### src/rtl/result_drain_fifo.sv
// Row-to-chunk drain buffer: queues COLS-wide result rows and streams them out LANES columns at a time.
// Optional read-side ReLU on every output lane when RESULT_DRAIN_RELU_EN is defined.
module result_drain_fifo #(
    parameter int COLS       = 4,
    parameter int P_BITWIDTH = 32,
    parameter int DEPTH      = 8,
    parameter int LANES      = 2
) (
    input  logic                              clk,
    input  logic                              rst,
    input  logic                              clear,
    input  logic                              in_valid,
    input  logic [COLS*P_BITWIDTH-1:0]        in_data,
    output logic                              out_valid,
    input  logic                              out_ready,
    output logic [LANES*P_BITWIDTH-1:0]       out_data,
    output logic                              out_last,
    output logic [$clog2(DEPTH+1)-1:0]        count,
    output logic                              overflow
);

    localparam int NCH   = COLS / LANES;
    localparam int PTR_W = $clog2(DEPTH);
    localparam int CNT_W = $clog2(DEPTH + 1);
    localparam int K_W   = (NCH > 1) ? $clog2(NCH) : 1;
    localparam int ROW_W = COLS * P_BITWIDTH;

    typedef enum logic {S_EMPTY, S_DRAIN} state_t;

    state_t             state_q, state_d;
    logic [PTR_W-1:0]   wr_ptr_q, wr_ptr_d;
    logic [PTR_W-1:0]   rd_ptr_q, rd_ptr_d;
    logic [CNT_W-1:0]   count_q, count_d;
    logic [K_W-1:0]     k_q, k_d;
    logic               ovf_q, ovf_d;
    logic [ROW_W-1:0]   mem_q [DEPTH];

    logic               chunk_last, xfer, pop, push;
    logic [ROW_W-1:0]   head_row;
    logic signed [P_BITWIDTH-1:0] lane_val;

`ifdef RESULT_DRAIN_RELU_EN
    function automatic logic signed [P_BITWIDTH-1:0] relu(input logic signed [P_BITWIDTH-1:0] v);
        return v[P_BITWIDTH-1] ? '0 : v;
    endfunction
`endif

    assign chunk_last = (k_q == K_W'(NCH - 1));
    assign xfer       = out_valid && out_ready;
    assign pop        = xfer && chunk_last;
    // A full queue still accepts a row when the head row leaves on the same edge.
    assign push       = in_valid && !clear && ((count_q < CNT_W'(DEPTH)) || pop);

    // State register
    always_ff @(posedge clk or posedge rst) begin
        if (rst) begin
            state_q  <= S_EMPTY;
            wr_ptr_q <= '0;
            rd_ptr_q <= '0;
            count_q  <= '0;
            k_q      <= '0;
            ovf_q    <= 1'b0;
        end else begin
            state_q  <= state_d;
            wr_ptr_q <= wr_ptr_d;
            rd_ptr_q <= rd_ptr_d;
            count_q  <= count_d;
            k_q      <= k_d;
            ovf_q    <= ovf_d;
        end
    end

    always_ff @(posedge clk) begin
        if (push) begin
            mem_q[wr_ptr_q] <= in_data;
        end
    end

    // Pointer, occupancy, chunk-index and overflow next state
    always_comb begin
        wr_ptr_d = wr_ptr_q;
        rd_ptr_d = rd_ptr_q;
        count_d  = count_q;
        k_d      = k_q;
        ovf_d    = ovf_q;
        if (clear) begin
            wr_ptr_d = '0;
            rd_ptr_d = '0;
            count_d  = '0;
            k_d      = '0;
            ovf_d    = 1'b0;
        end else begin
            if (xfer) begin
                k_d = chunk_last ? '0 : k_q + 1'b1;
            end
            if (pop) begin
                rd_ptr_d = rd_ptr_q + 1'b1;
            end
            if (push) begin
                wr_ptr_d = wr_ptr_q + 1'b1;
            end
            if (push && !pop) begin
                count_d = count_q + 1'b1;
            end else if (pop && !push) begin
                count_d = count_q - 1'b1;
            end
            if (in_valid && !push) begin
                ovf_d = 1'b1;
            end
        end
    end

    // Next-state logic: DRAIN exactly while rows remain after this edge
    always_comb begin
        state_d = state_q;
        if (clear) begin
            state_d = S_EMPTY;
        end else if (count_d != '0) begin
            state_d = S_DRAIN;
        end else begin
            state_d = S_EMPTY;
        end
    end

    assign head_row = mem_q[rd_ptr_q];

    // Output logic, purely from registered state
    always_comb begin
        out_valid = (state_q == S_DRAIN);
        out_last  = out_valid && chunk_last;
        out_data  = '0;
        lane_val  = '0;
        if (out_valid) begin
            for (int l = 0; l < LANES; l++) begin
                lane_val = head_row[(int'(k_q) * LANES + l) * P_BITWIDTH +: P_BITWIDTH];
`ifdef RESULT_DRAIN_RELU_EN
                out_data[l*P_BITWIDTH +: P_BITWIDTH] = relu(lane_val);
`else
                out_data[l*P_BITWIDTH +: P_BITWIDTH] = lane_val;
`endif
            end
        end
    end

    assign count    = count_q;
    assign overflow = ovf_q;

endmodule

### config.mk
export PLATFORM = sky130hd
export DESIGN_NAME = result_drain_fifo
export DESIGN_NICKNAME = d
export VERILOG_FILES = /design/src/rtl/result_drain_fifo.sv
export SDC_FILE = /design/constraint.sdc
export NUM_CORES = 1
export LEC_CHECK = 0
export CAP_MARGIN = 25
export CORE_ASPECT_RATIO = 1.75
export CORE_MARGIN = 4
export CORE_UTILIZATION = 64
export CTS_BUF_LIST = sky130_fd_sc_hd__clkbuf_16
export CTS_CLUSTER_SIZE = 16
export DETAILED_ROUTE_END_ITERATION = 16
export PLACE_DENSITY = 0.84
export SYNTH_ARGS = -nofsm -noshare
export SYNTH_HDL_FRONTEND = slang
export SYNTH_SLANG_ARGS = --single-unit
### constraint.sdc
create_clock -name clk -period 17.6 [get_ports clk]
set_input_delay 4.4 -clock clk [delete_from_list [all_inputs] [get_ports clk]]
set_output_delay 4.4 -clock clk [all_outputs]
set_load 0.02 [all_outputs]
==> results of run 1 <==
[layout by cell type, fill, tap and decap left out, types with 4 or more instances in the layout]
master              n
edfxtp_1         1024
mux4_2            256
clkdlybuf4s50_1   203
mux2i_1           132
clkbuf_16          89
o22ai_1            64
clkinv_1           20
buf_4              19
clkinv_2           18
inv_1              15
diode_2            13
bufinv_16          11
dfrtp_1            10
nand2_1             9
nor2_1              6
buf_12              6
clkinvlp_4          5
ha_1                4
buf_16              4
[cell families after synthesis]
family / Yosys count / synth area share [%]
simple gates: 38 / 0.5171
mux: 389 / 18.01
compound gates: 76 / 1.244
fa+ha+maj: 4 / 0.1269
flops: 1037 / 78.79
xor+xnor: 5 / 0.1111
buf+inv: 96 / 1.205
[layer usage]
metal	routed length, um	global-route usage [%]	vias to the layer above	share of wire [%]
met2	43450	43.30	814	53
met3	6223	5.072	135	7.6
met1	29890	33.80	9496	37
met5	41	0	-	0.050
li1	-	-	7536	-
met4	1843	7.819	6	2.3
[state kept, by name (all words and copies together), names as in the netlist]
register	cells
mem_q	1024
count	4
rd_ptr_q	3
wr_ptr_q	3
chunk_last	1
out_valid	1
overflow	1
[cell type report]
class                      instances  share of cell area [%]
sequential                      1037                   68.58
multi-input combinational        512                   17.53
timing repair buffer             232                   5.305
clock buffer                      89                   4.913
tap                              793                   2.189
clock inverter                    68                   1.369
antenna                           13                 0.07177
inverter                           5                 0.04140
[where the power goes]
part | switching [mW] | internal (mW)
clock | 0.837 | 1.08
sequential | 0.0255 | 2.75
combinational | 0.255 | 0.216
[critical path, stage by stage, from the launching register on]
cell and delay [ns]:
dfrtp_4 0.85, buf_4 0.31, buf_4 0.79, mux4_2 0.41, mux2i_1 0.09, o22ai_1 0.37, clkdlybuf4s50_1 0.69
[worst paths after layout]
check                                end  cells after the start
min in group asynchronous       count[1]                      2
setup / recovery            out_data[56]                      6
hold / removal                  overflow                      2
hold reg to reg                 overflow                      2
max in group asynchronous    rd_ptr_q[0]                      2
setup reg to reg           mem_q[5][116]                      7
[metrics by stage]
step / hold slack [ns] / std cells
after global routing: 0.5607 / 2744
after CTS: 0.5323 / 2733
after floorplan: 0.5329 / 1645
final: 0.5334 / 2749
after detailed placement: 0.4908 / 2576
after global placement: 0.5205 / 2575
==> metrics.txt, run 1 <==
Syn Area/Cell=23.98 um^2; Power Density=114.0 mW/mm^2; post-synth top area share=77.96%; Yosys cell types=35; Worst EP arrival=4.22 ns; grt ovf=0; dpl cell area=0.04237 mm^2; Mapped Nets=1782; Peak VDD IR=0.09133 mV; Netlist Area Pre-Place=0.03944 mm^2; # setup viols final=0; Placement Setup Slack=8.522 ns; Syn-to-layout area delta=14.93%; sequential cell area=0.03109 mm^2; Resized cells post-CTS=0; share of cells above drive strength 1=21.98%; register area share after synthesis=78.79%; Crit. Startpoint=rd_ptr_q[2]; Tot Pwr=5.169 mW; Die Wd=195.7 um; setup_tns=0 ns; Via-to-Cell Ratio=6.543; Post-synth EDFFs=1024; CTS Hold Bufs=0; Max Slew Vio Count=0; cell taking the most area after synthesis=edfxtp_1; CTS Buffer Depth=3; initial DRC count=2184; row cnt=120; later-pin clock latency in the skew report=0.64 ns; Die Y=336.4 um; Async S/R FF share, synth=1.254%; antenna-violating nets left=0; Via Count=17990; R2R setup slack=12.70 ns; initial antenna violation count=17; status=finished, final reports clean; core area=0.06111 mm^2; Worst Hold Class=flop to flop; DRT Pass-1 Iters=5; Final Cell Area=0.04533 mm^2; Worst-Margin Slew=1.058 ns; Fill cells=3164; Routed Wire Length=81450 um; Worst EP required=13.20 ns; port buffer count=203; Max-Cap Viols=0; main flop type after synthesis=edfxtp_1; Final period util=48.98%; H-tree levels=3; Final Hold Fails=0; Cells after Synth=1645; CTS tree=done; Initial Util=64.54%; Achievable Freq=116.0 MHz; Residual DRC=0; count leader, synth=edfxtp_1; Top-Level Pins=204; HP Start=overflow; Post-CTS Setup Repair Bufs=0; Max-slew headroom=29.49%; RSZ-0062 raised after global routing=no; fin worst setup slack=8.980 ns; CTS clk-pin slew, worst paths=0.07 ns; critical setup path kind=flop to output pin; Worst Clk Skew=0.02431 ns; hpwl dp=41500 um; CTS Buf Count=85; Sink Count=1037; vias in the first global route=19560; top fanout value on the critical path=72; post-DR wirelength/cell=29.63 um; Yosys warnings=0; multi-input logic area=0.007948 mm^2; largest net degree at the start of global routing=124; Die Area=0.06582 mm^2; GP Congestion=0.7467; crit end category=output pin; root buffer cell=clkbuf_16; crit path time final=8.620 ns; Synth Register Bits=1037; Critical Path Source Type=flop; Leak Pwr=13.80 nW; nets@finish=2010; GRT Total Usage=25.36%; first-pass GRT wire length=124200 um; r2r startpoint=chunk_last; Core Util, Final=74.18%; most frequent cells after synthesis=edfxtp_1, mux4_2, mux2i_1; top cells by area, synth=edfxtp_1, mux4_2, mux2i_1, o22ai_1, dfrtp_1
No activity file was read; power rests on OpenSTA's default activity.
==> inputs of run 2 (changes only) <==
--- a/config.mk
+++ b/config.mk
@@ -8,11 +8,11 @@
 export CAP_MARGIN = 25
 export CORE_ASPECT_RATIO = 1.75
 export CORE_MARGIN = 4
-export CORE_UTILIZATION = 64
+export CORE_UTILIZATION = 54
 export CTS_BUF_LIST = sky130_fd_sc_hd__clkbuf_16
 export CTS_CLUSTER_SIZE = 16
 export DETAILED_ROUTE_END_ITERATION = 16
-export PLACE_DENSITY = 0.84
+export PLACE_DENSITY = 0.76
 export SYNTH_ARGS = -nofsm -noshare
 export SYNTH_HDL_FRONTEND = slang
 export SYNTH_SLANG_ARGS = --single-unit
==> constraint.sdc (replaced) <==
create_clock -name clk -period 7.2 [get_ports clk]
set_input_delay 1.8 -clock clk [delete_from_list [all_inputs] [get_ports clk]]
set_output_delay 1.8 -clock clk [all_outputs]
set_load 0.02 [all_outputs]
==> run 2 against run 1 <==
Sequential share of layout area decreased by 0.61 points. Worst setup slack got worse by 7.5 ns. Clock skew is 0.0080 ns lower. First-iteration DRC count fell by 40%. Worst hold slack worse by 0.010 ns. Utilization shrank 11 points. Design area rose by 0.90%. Non-clock buffer count rose by 10. Register-to-register slack worse by 9.6 ns. Wire length is 3.3% lower. Critical path depth stayed put. Critical path type unchanged. Combinational power up 140%.
==> metrics.txt, run 2 (synthesis gave the netlist of run 1 again) <==
Sink Count=1037 (unchanged); most common cell after layout, fill and taps aside=edfxtp_1; root buffer cell=clkbuf_16; Die Area=0.07760 mm^2 (+18%); status=finished, final reports clean; post-DR wirelength/cell=27.25 um (-8.0%); largest net degree at the start of global routing=129 (+4.0%); Fin Hold WS=0.5234 ns (-0.009991 ns); top fanout value on the critical path=43 (-40%); cell family with most CP delay=buffers and inverters; worst r2r path cells=5 (-2); R2R setup slack=3.14 ns (-9.56 ns); sequential cell area=0.03109 mm^2 (unchanged); most frequent cells in the layout=edfxtp_1, mux4_2, clkdlybuf4s50_1; Reg-to-Reg End=mem_q[3][119]; Final Hold Fails=0 (unchanged); first-pass GRT wire length=119700 um (-3.7%); Resized cells post-CTS=0 (unchanged); Max stage delay on crit path=1.01 ns (+0.16 ns); Final period util=79.32%; critical setup path kind=flop to output pin; vias in the first global route=19240 (-1.6%); CTS Buf Count=89 (+4.7%); row cnt=130 (+8.3%); Worst Clk Skew=0.01629 ns (-0.008022 ns); DRT Pass-1 Iters=4 (-1); Max-Cap Viols=0 (unchanged); Worst-Margin Slew=0.9871 ns (-0.07059 ns); Worst path depth=6 (unchanged); RSZ-0062 raised after global routing=no; Peak VDD IR=0.2860 mV (+210%); max reg flops=1024 (unchanged); grt ovf=0 (unchanged); Worst Hold End=overflow; Initial Util=54.74% (-9.8 points); Top reg by flops=mem_q; share of cells above drive strength 1=22.42% (+0.44 points); Leak Pwr=13.93 nW (+0.97%); CP dominant cell by count=buf_4; core area=0.07206 mm^2 (+18%); nets@finish=2024 (+0.70%); Max-slew headroom=34.19% (+4.7 points); r2r startpoint=chunk_last; Worst Path Buf+Inv=3 (unchanged); Via Count=17620 (-2.0%); later-pin clock latency in the skew report=0.63 ns (about the same); worst hold stages=2 (unchanged); Die Y=365.5 um (+8.7%); H-tree levels=3 (unchanged); Placement Setup Slack=2.056 ns (-6.466 ns); HP Start=overflow; Top-Level Pins=204 (unchanged); Via-to-Cell Ratio=6.098 (-6.8%); crit end category=output pin; initial antenna violation count=9 (-8); post-placement cell count=2720 (+5.6%); Syn-to-layout area delta=15.97%; fin worst setup slack=1.489 ns (-7.491 ns); Fill cells=4695 (+48%); Tot Pwr=12.71 mW (+150%); Routed Wire Length=78740 um (-3.3%); Worst EP arrival=3.91 ns (-0.31 ns); slowest CP cell=dfrtp_4; dpl cell area=0.04278 mm^2 (+0.98%); worst-path cell chain=buf_4 > buf_4 > mux4_2 > mux2i_1 > o22ai_1 > clkdlybuf4s50_1; Residual DRC=0 (unchanged); Final Cell Area=0.04574 mm^2 (+0.90%); antenna-violating nets left=0 (unchanged); Critical Path Source Type=flop; fin cells=2890 (+5.1%); setup_tns=0 ns (unchanged); CTS clk-pin slew, worst paths=0.07 ns (about the same); multi-input logic area=0.007973 mm^2 (+0.31%); Post-CTS Setup Repair Bufs=0 (unchanged); CTS Buffer Depth=3 (unchanged); Power Density=277.9 mW/mm^2 (+140%); GRT Total Usage=20.63% (-4.7 points); Core Util, Final=63.48% (-11 points); initial DRC count=1301 (-40%); GP Congestion=0.7453 (-0.19%); Max Slew Vio Count=0 (unchanged); # setup viols final=0 (unchanged); hpwl dp=43570 um (+5.0%); crit path time final=5.711 ns; Achievable Freq=175.1 MHz; CTS tree=done; CTS Hold Bufs=0 (unchanged); port buffer count=203 (unchanged); Worst Hold Class=flop to flop; Worst EP required=5.40 ns (-7.80 ns); Die Wd=212.3 um (+8.5%)
==> run 2: cell count changes in the layout (fill, tap and decap cells not counted), sizes merged <==
cell and delta:
buf +10, diode -5, clkbuf +4, clkinv -14, inv +13, clkinvlp +2
==> run 2: metal layers <==
metal | part of all wire, % | vias up | GRT usage, %
met5 | 0.017 | - | 0
met4 | 1.9 | 2 | 5.789
met3 | 5.6 | 100 | 3.701
met2 | 55 | 499 | 36.90
met1 | 37 | 9474 | 26.11
li1 | - | 7547 | -
==> run 2: worst reg2reg max path, stage by stage, from the launching register on <==
cell	delay (ns)
dfrtp_4	1.08
nand3_1	0.35
a211oi_2	0.45
nand2_1	0.32
nor3b_4	0.76
buf_12	0.52
==> run 2: how the worst max path moves through the flow <==
stage / from / to / slack (ns)
final: rd_ptr_q[0] / out_data[4] / 1.49
after CTS: rd_ptr_q[0] / out_data[4] / 1.35
after global placement: rd_ptr_q[0] / out_data[11] / 2.12
after detailed placement: out_ready / mem_q[3][26] / 2.06
after global routing: rd_ptr_q[0] / out_data[4] / 1.20
after floorplan: in_valid / mem_q[5][0] / -1.01
==> run 2: power breakdown <==
part / total (mW) / internal, mW / switching, mW
Combinational: 1.13 / 0.532 / 0.596
Sequential: 6.81 / 6.73 / 0.0740
Clock: 4.77 / 2.73 / 2.04
Total: 12.7 / 10.0 / 2.71
==> run 2: area by class of cell <==
class | count | share of cell area, %
clock inverters | 69 | 1.329
multi-input cells | 512 | 17.43
inverters | 5 | 0.04103
well taps | 924 | 2.528
flip-flops and latches | 1037 | 67.96
clock buffers | 93 | 5.088
repair buffers | 242 | 5.575
diodes | 8 | 0.04377
==> inputs of run 3 (changes only) <==
--- a/config.mk
+++ b/config.mk
@@ -8,11 +8,11 @@
 export CAP_MARGIN = 25
 export CORE_ASPECT_RATIO = 1.75
 export CORE_MARGIN = 4
-export CORE_UTILIZATION = 54
+export CORE_UTILIZATION = 60
 export CTS_BUF_LIST = sky130_fd_sc_hd__clkbuf_16
 export CTS_CLUSTER_SIZE = 16
 export DETAILED_ROUTE_END_ITERATION = 16
-export PLACE_DENSITY = 0.76
+export PLACE_DENSITY = 0.8
 export SYNTH_ARGS = -nofsm -noshare
 export SYNTH_HDL_FRONTEND = slang
 export SYNTH_SLANG_ARGS = --single-unit
==> constraint.sdc (replaced) <==
create_clock -name clk -period 5.4 [get_ports clk]
set_input_delay 1.35 -clock clk [delete_from_list [all_inputs] [get_ports clk]]
set_output_delay 1.35 -clock clk [all_outputs]
set_load 0.02 [all_outputs]
==> run 3 against run 2 <==
Count of clock-buffer cells in the layout shrank 1. Utilization rose by 6.7 points. Sequential cell count did not move. Design area up 0.22%. Clock power up 32%. Critical path type unchanged. Highest routed layer unchanged.
==> metrics.txt, run 3 (synthesis gave the netlist of run 1 again) <==
status=finished, final reports clean; crit path time final=4.827 ns; initial antenna violation count=15 (+6); Final period util=89.40%; GP Congestion=0.7524 (+0.95%); GRT Total Usage=23.84% (+3.2 points); share of cells above drive strength 1=23.40% (+0.97 points); vias in the first global route=19630 (+2.0%); crit end category=output pin; Worst EP arrival=3.48 ns (-0.43 ns); Resized cells post-CTS=0 (unchanged); DRT Pass-1 Iters=5 (+1); first-pass GRT wire length=125000 um (+4.4%); Leak Pwr=14.02 nW (+0.58%); Worst Hold Class=flop to flop; Post-CTS Setup Repair Bufs=0 (unchanged); core area=0.06532 mm^2 (-9.4%); most common cell after layout, fill and taps aside=edfxtp_1; row cnt=124 (-4.6%); Fin Hold WS=0.5388 ns (+0.01535 ns); root buffer cell=clkbuf_16; port buffer count=203 (unchanged); Top reg by flops=mem_q; multi-input logic area=0.008000 mm^2 (+0.35%); antenna-violating nets left=0 (unchanged); Via Count=17960 (+1.9%); Worst-Margin Slew=0.9014 ns (-0.08567 ns); Sink Count=1037 (unchanged); critical setup path kind=flop to output pin; Max Slew Vio Count=0 (unchanged); setup_tns=0 ns (unchanged); dpl cell area=0.04295 mm^2 (+0.39%); Top-Level Pins=204 (unchanged); RSZ-0062 raised after global routing=no; Syn-to-layout area delta=16.23%; Final Cell Area=0.04584 mm^2 (+0.22%); initial DRC count=1619 (+24%); hpwl dp=44710 um (+2.6%); CTS tree=done; H-tree levels=3 (unchanged); CTS Hold Bufs=0 (unchanged); Die Y=347.2 um (-5.0%); CTS Buf Count=87 (-2.2%); Worst Clk Skew=0.01470 ns (-0.001591 ns); Critical Path Source Type=flop; Power Density=368.8 mW/mm^2 (+33%); nets@finish=2042 (+0.89%); Peak VDD IR=0.3767 mV (+32%); Die Wd=201.8 um (-4.9%); Via-to-Cell Ratio=6.263 (+2.7%); CTS clk-pin slew, worst paths=0.07 ns (about the same); Routed Wire Length=82030 um (+4.2%); later-pin clock latency in the skew report=0.65 ns (+0.02 ns); most frequent cells in the layout=edfxtp_1, mux4_2, clkdlybuf4s50_1; Fill cells=3818 (-19%); top fanout value on the critical path=21 (-51%); max reg flops=1024 (unchanged); # setup viols final=0 (unchanged); Max-Cap Viols=0 (unchanged); Initial Util=60.38% (+5.6 points); largest net degree at the start of global routing=107 (-17%); Achievable Freq=207.2 MHz; Die Area=0.07006 mm^2 (-9.7%); Worst EP required=4.05 ns (-1.35 ns); Residual DRC=0 (unchanged); post-DR wirelength/cell=28.60 um (+5.0%); Final Hold Fails=0 (unchanged); grt ovf=0 (unchanged); sequential cell area=0.03109 mm^2 (unchanged); CTS Buffer Depth=3 (unchanged); Max-slew headroom=39.90% (+5.7 points)
==> run 3: cell type report <==
type / instances / area share, %
sequential: 1037 / 67.81
multi-input combinational: 512 / 17.45
timing repair buffer: 262 / 5.972
clock buffer: 92 / 5.022
tap: 882 / 2.407
clock inverter: 71 / 1.247
inverter: 5 / 0.04640
antenna: 7 / 0.03821
==> run 3: stage by stage <==
step                util [%]  setup WS, ns  std cells  total power, mW
CTS                    70.15        0.4559       2861            17.04
global route           70.17        0.3401       2866            17.47
finish                 70.18        0.5726       2868            16.90
global placement       65.75         1.201       2698            10.76
detailed placement     65.75         1.168       2698            10.80
floorplan                  -       -0.3286       1645            10.11
==> run 3: report_power, final <==
group,internal (mW),switching [mW]
combinational,0.726,0.837
sequential,8.98,0.0787
clock,3.52,2.76
==> run 3: critical path, stage by stage, from the launching register on <==
cell and delay [ns]:
dfrtp_4 0.69, buf_12 0.27, buf_4 0.37, mux4_2 0.56
mux2i_1 0.18, o22ai_1 0.13, clkdlybuf4s50_1 0.60
==> run 3: routing by layer <==
| metal | share of wire, % | global-route usage, % |
|---|---|---|
| met1 | 37 | 30.64 |
| met2 | 54 | 41.57 |
| met3 | 6.4 | 4.429 |
| met4 | 2.8 | 8.098 |
| met5 | 0.080 | 0 |
==> run 3: final timing paths <==
kind / endpoint / slack, ns / depth (start not counted) / from
max in group asynchronous: chunk_last / 3.97 / 2 / rst
min reg2reg: overflow / 0.54 / 2 / overflow
max reg2reg: mem_q[1][82] / 1.86 / 7 / chunk_last
min: overflow / 0.54 / 2 / overflow
min in group asynchronous: count[0] / 1.05 / 2 / rst
max: out_data[42] / 0.57 / 6 / rd_ptr_q[0]
==> RTL edit 1, RTL diff (settings of run 2) <==
Register the output `count` once more; this adds one clock of latency there. The other outputs are not delayed to match.
--- a/src/rtl/result_drain_fifo.sv
+++ b/src/rtl/result_drain_fifo.sv
@@ -143,5 +143,7 @@
     end
 
-    assign count    = count_q;
+    always_ff @(posedge clk) begin
+        count <= count_q;
+    end
     assign overflow = ovf_q;
 
Formal check against the unedited RTL: not equivalent (Yosys sat finds a counterexample within 4 cycles, from zero or initial values and one cycle with rst high).
==> RTL edit 1 against run 2 <==
  * Sequential cell count is 4 higher
  * Final cell count is 0.55% higher
  * Critical path depth stayed put
  * Cell area is 0.22% higher
  * Area after synthesis is 0.20% higher
  * Wire length is 0.25% higher
  * Setup slack better by 320 ps
  * Power is 0.56% lower
  * Clock power is 2% lower
  * Synthesized cell count is 0.24% higher
  * Critical path type unchanged
  * Highest routed layer unchanged
==> RTL edit 1: results (changes against run 2) <==
Status: finished clean
Top Registers: mem_q (1024), count (4), count_q (4)
Post-synth ARST share: 0.0125 (-0.0000482)
Clock transition at path regs: 70 ps (about the same)
Critical Path Slowest Stage Cell: dfrtp_4
CTS Buffer Depth: 3 (unchanged)
Mapped Nets: 1786 (+0.22%)
Register area share after synthesis: 0.788 (about the same)
Number of gates resized after CTS: 0 (unchanged)
CTS Buf Count: 87 (-2.2%)
Internal power: 9.93 mW (-0.64%)
Max stage delay on crit path: 690 ps (-320 ps)
FILL cells: 4846 (+3.2%)
Clock Power: 4.66 mW (-2%)
Largest fanout on the critical path: 54 (+26%)
Max H-tree Level: 3 (unchanged)
DR vias/cell: 6.06 (-0.66%)
Synth unique cells: 36 (+2.9%)
Hpwl dp: 43900 microns (+0.72%)
All-Layer GR Usage: 0.207 (+0.000518)
Final #Nets: 2026 (+0.099%)
Drt wl/cell: 27.2 microns (-0.30%)
Top post-synthesis cells by area: edfxtp_1 78%, mux4_2 15%, mux2i_1 3.3%
First-pass GRT wire length: 120000 microns (+0.20%)
Overall Power: 12.6 mW (-0.56%)
Cts hold-fix bufs: 0 (unchanged)
Pin count of the biggest net entering global routing: 98 (-24%)
VDD IR-drop max: 0.331 mV (+16%)
Post-synth top flop: edfxtp_1
Post-DP Area: 42900 sq um (+0.30%)
Layout cell share with drive strength beyond 1: 0.223 (-0.00148)
Max Clock Skew: 14.2 ps (-2.08 ps)
Finished Cell Area: 45800 sq um (+0.22%)
Vias in the first global route: 19300 (+0.25%)
Initial antenna violation count: 18 (+9)
Crit path max-delay family: buffers and inverters
Total number of vias: 17600 (-0.11%)
GPL Wtd Cong: 0.753 (+1.0%)
Placed instance count: 2730 (+0.37%)
Worst-Margin Slew: 1010 ps (+20.7 ps)
Pleak: 14.0 nW (+0.14%)
Postcts setup bufs: 0 (unchanged)
Dpl ws: 2120 ps (+61.1 ps)
Initial drt markers: 1167 (-10%)
DRT Pass-1 Iters: 5 (+1)
Synthesized instance count: 1649 (+0.24%)
Port bufs: 203 (unchanged)
Post-synth EDFFs: 1024 (unchanged)
-- RTL edit 1: layer usage --
| metal | vias up | global-route usage | wire length, microns | part of all wire |
|---|---|---|---|---|
| li1 | 7567 | - | - | - |
| met1 | 9409 | 0.261 | 29900 | 0.38 |
| met2 | 488 | 0.360 | 42100 | 0.53 |
| met3 | 127 | 0.0456 | 4840 | 0.061 |
| met4 | 12 | 0.0645 | 1960 | 0.025 |
| met5 | - | 0 | 88 | 0.0011 |
-- RTL edit 1: logic make-up (layout without fill, tap and decap cells) --
logic type      Yosys count  count (layout)  synth area share
mux                     389             389             0.180
simple gates             38              38           0.00516
compound gates           76              76            0.0124
xor+xnor                  5               5           0.00111
flops                  1041            1041             0.788
fa+ha+maj                 4               4           0.00127
other cells               0              13                 0
buf+inv                  96             409            0.0120
-- RTL edit 1: layout make-up --
cell class | count | share of cell area
timing repair buffer | 242 | 0.0570
clock buffer | 92 | 0.0502
clock inverter | 70 | 0.0124
inverter | 5 | 0.000409
sequential | 1041 | 0.680
tap | 931 | 0.0254
antenna | 13 | 0.000710
multi-input combinational | 512 | 0.174
-- RTL edit 1: worst paths after layout --
check	from	endpoint	slack, ps	cells after the start
hold reg to reg	count_q[2]$_DFF_PP0_	count[2]$_DFF_P_	470	0
min in group asynchronous	rst	count_q[3]$_DFF_PP0_	1550	2
hold / removal	count_q[2]$_DFF_PP0_	count[2]$_DFF_P_	470	0
setup / recovery	rd_ptr_q[0]$_DFFE_PP0P_	out_data[40]	1810	6
setup reg to reg	chunk_last$_DFFE_PP0P_	mem_q[5][93]$_DFFE_PP_	3570	5
max in group asynchronous	rst	rd_ptr_q[0]$_DFFE_PP0P_	5230	2
==> RTL edit 2, RTL diff (settings of run 2) <==
Without the edit above. Add a define of `RESULT_DRAIN_RELU_EN`.
--- a/src/rtl/result_drain_fifo.sv
+++ b/src/rtl/result_drain_fifo.sv
@@ -1,4 +1,6 @@
 // Row-to-chunk drain buffer: queues COLS-wide result rows and streams them out LANES columns at a time.
 // Optional read-side ReLU on every output lane when RESULT_DRAIN_RELU_EN is defined.
+`define RESULT_DRAIN_RELU_EN
+
 module result_drain_fifo #(
     parameter int COLS       = 4,
Formal check against the unedited RTL: not equivalent (a bounded check fails within 4 cycles, from zero or initial values and one cycle with rst high).
==> RTL edit 2 against run 2 <==
  * Register-to-register slack worse by 120 ps
  * Clock skew up 6.2 ps
  * Setup slack worse by 140 ps
  * Wire length is 4.3% higher
  * Via count is 3.8% higher
  * Cell area is 0.22% higher
  * First-iteration DRC count grew 26%
  * Power shrank 3.6%
  * Synthesized cell count rose by 4.7%
  * Non-clock buffer count decreased by 9
  * Area after synthesis grew 1.6%
  * Die area up 1.5%
  * Maximum frequency down 2.4%
  * Sequential cell count is the same
  * Critical path type unchanged
  * Critical endpoint is now out_data[60]
  * Largest cell class unchanged
==> RTL edit 2: results (changes against run 2) <==
First-pass GRT wire length: 124000 microns (+3.9%)
Pin count of the biggest net entering global routing: 155 (+20%)
All-Layer GR Usage: 0.213 (+0.00626)
CTS Buf Count: 86 (-3.4%)
Total number of vias: 18300 (+3.8%)
Complex-gate fraction of the synthesized area: 0.0298 (+0.0174)
Final #Nets: 2077 (+2.6%)
Vias in the first global route: 19400 (+0.76%)
Status: finished clean
Comb pwr: 1.05 mW (-7%)
Layout cell share with drive strength beyond 1: 0.224 (-0.000550)
Post-DP Area: 43100 sq um (+0.84%)
Worst-Margin Slew: 1040 ps (+51.4 ps)
Port bufs: 201 (-0.99%)
CLK BUF: 89 (-4.3%)
Internal power: 9.61 mW (-3.9%)
Data arrival, critical path: 4050 ps (+140 ps)
Post-synthesis xor/xnor area fraction: 0.00109 (-0.0000170)
Multi-input logic portion of the cell area: 0.184 (+0.00987)
Grt met1 use: 0.292 (+0.0313)
Layout non-clock buf frac: 0.0530 (-0.00280)
Initial drt markers: 1640 (+26%)
Top post-synthesis cells by area: edfxtp_1 77%, mux4_2 14%, a211oi_1 1.8%
Placed instance count: 2783 (+2.3%)
Comb_multi_in: 577 (+13%)
Met3 WL: 5410 microns (+23%)
Synth top cells by count: 1024 x edfxtp_1, 256 x mux4_2, 96 x a211oi_1
WL met1: 32400 microns (+10%)
Sequential share of cell area: 0.678 (-0.00144)
Hpwl dp: 43400 microns (-0.37%)
Post-Synthesis Mean Instance Area: 23.2 sq um (-3.0%)
Adder-cell area share of the yosys netlist: 0.00125 (-0.0000194)
Synth unique cells: 37 (+5.7%)
Max Clock Skew: 22.5 ps (+6.21 ps)
DR WL met2: 42800 microns (-1.3%)
DR vias/cell: 6.20 (+1.6%)
Grt met3 use: 0.0437 (+0.00672)
FILL cells: 4782 (+1.9%)
GPL Wtd Cong: 0.750 (+0.59%)
Dpl ws: 1940 ps (-118 ps)
Postcts setup bufs: 0 (unchanged)
GR Layer Usage met2: 0.352 (-0.0172)
DRT Pass-1 Iters: 5 (+1)
VDD IR-drop max: 0.224 mV (-22%)
Number of diodes: 9 (+1)
Pleak: 13.7 nW (-1.7%)
Bufs w/o clock: 233 (-3.7%)
Register area share after synthesis: 0.776 (-0.0120)
Layout clock area frac: 0.0584 (-0.00582)
RTL edit 2: cell types whose count changed in the layout (fill, tap and decap cells not counted), moves of 6 or more:
cell and change:
a211oi_1 +94, mux2i_1 -64, nor2b_1 +63, o22ai_1 -62, a211oi_2 +30, clkinv_1 +13
bufinv_16 -6
RTL edit 2: path summary, 6_finish.rpt:
check	from	end	slack, ps	cells past startpoint
max	rd_ptr_q[1]$_DFFE_PP0P_	out_data[60]	1350	7
max in group asynchronous	rst	rd_ptr_q[2]$_DFFE_PP0P_	5230	2
max reg2reg	chunk_last$_DFFE_PP0P_	mem_q[6][9]$_DFFE_PP_	3020	6
min in group asynchronous	rst	wr_ptr_q[1]$_DFFE_PP0P_	1530	2
min reg2reg	overflow$_DFFE_PP0P_	overflow$_DFFE_PP0P_	500	2
min	overflow$_DFFE_PP0P_	overflow$_DFFE_PP0P_	500	2
RTL edit 2: cell families (layout without fill, tap and decap cells):
| kind of cell | after synthesis | after routing |
|---|---|---|
| DFF | 1037 | 1037 |
| AOI/OAI and AO/OA | 140 | 140 |
| muxes | 325 | 325 |
| buffers and inverters | 110 | 398 |
| adders and majority gates | 4 | 4 |
| xor gates and xnor gates | 5 | 5 |
| and+or+nand+nor | 101 | 101 |
| other | 1 | 11 |
RTL edit 2: per-stage QoR:
| stage | hold slack (ps) | power, mW |
|---|---|---|
| 2_1_floorplan | 557 | 7.52 |
| 3_3_place_gp | 503 | 7.94 |
| 3_5_place_dp | 491 | 7.97 |
| 4_1_cts | 506 | 12.4 |
| 5_1_grt | 538 | 12.7 |
| 6_report | 497 | 12.3 |
RTL edit 2: worst max-delay path, cell delays in order, from the launching register on:
cell             delay, ps
dfrtp_4                860
buf_12                 410
buf_4                  450
mux4_2                 350
nor2b_1                140
a211oi_1               370
a211oi_2                90
clkdlybuf4s50_1        590
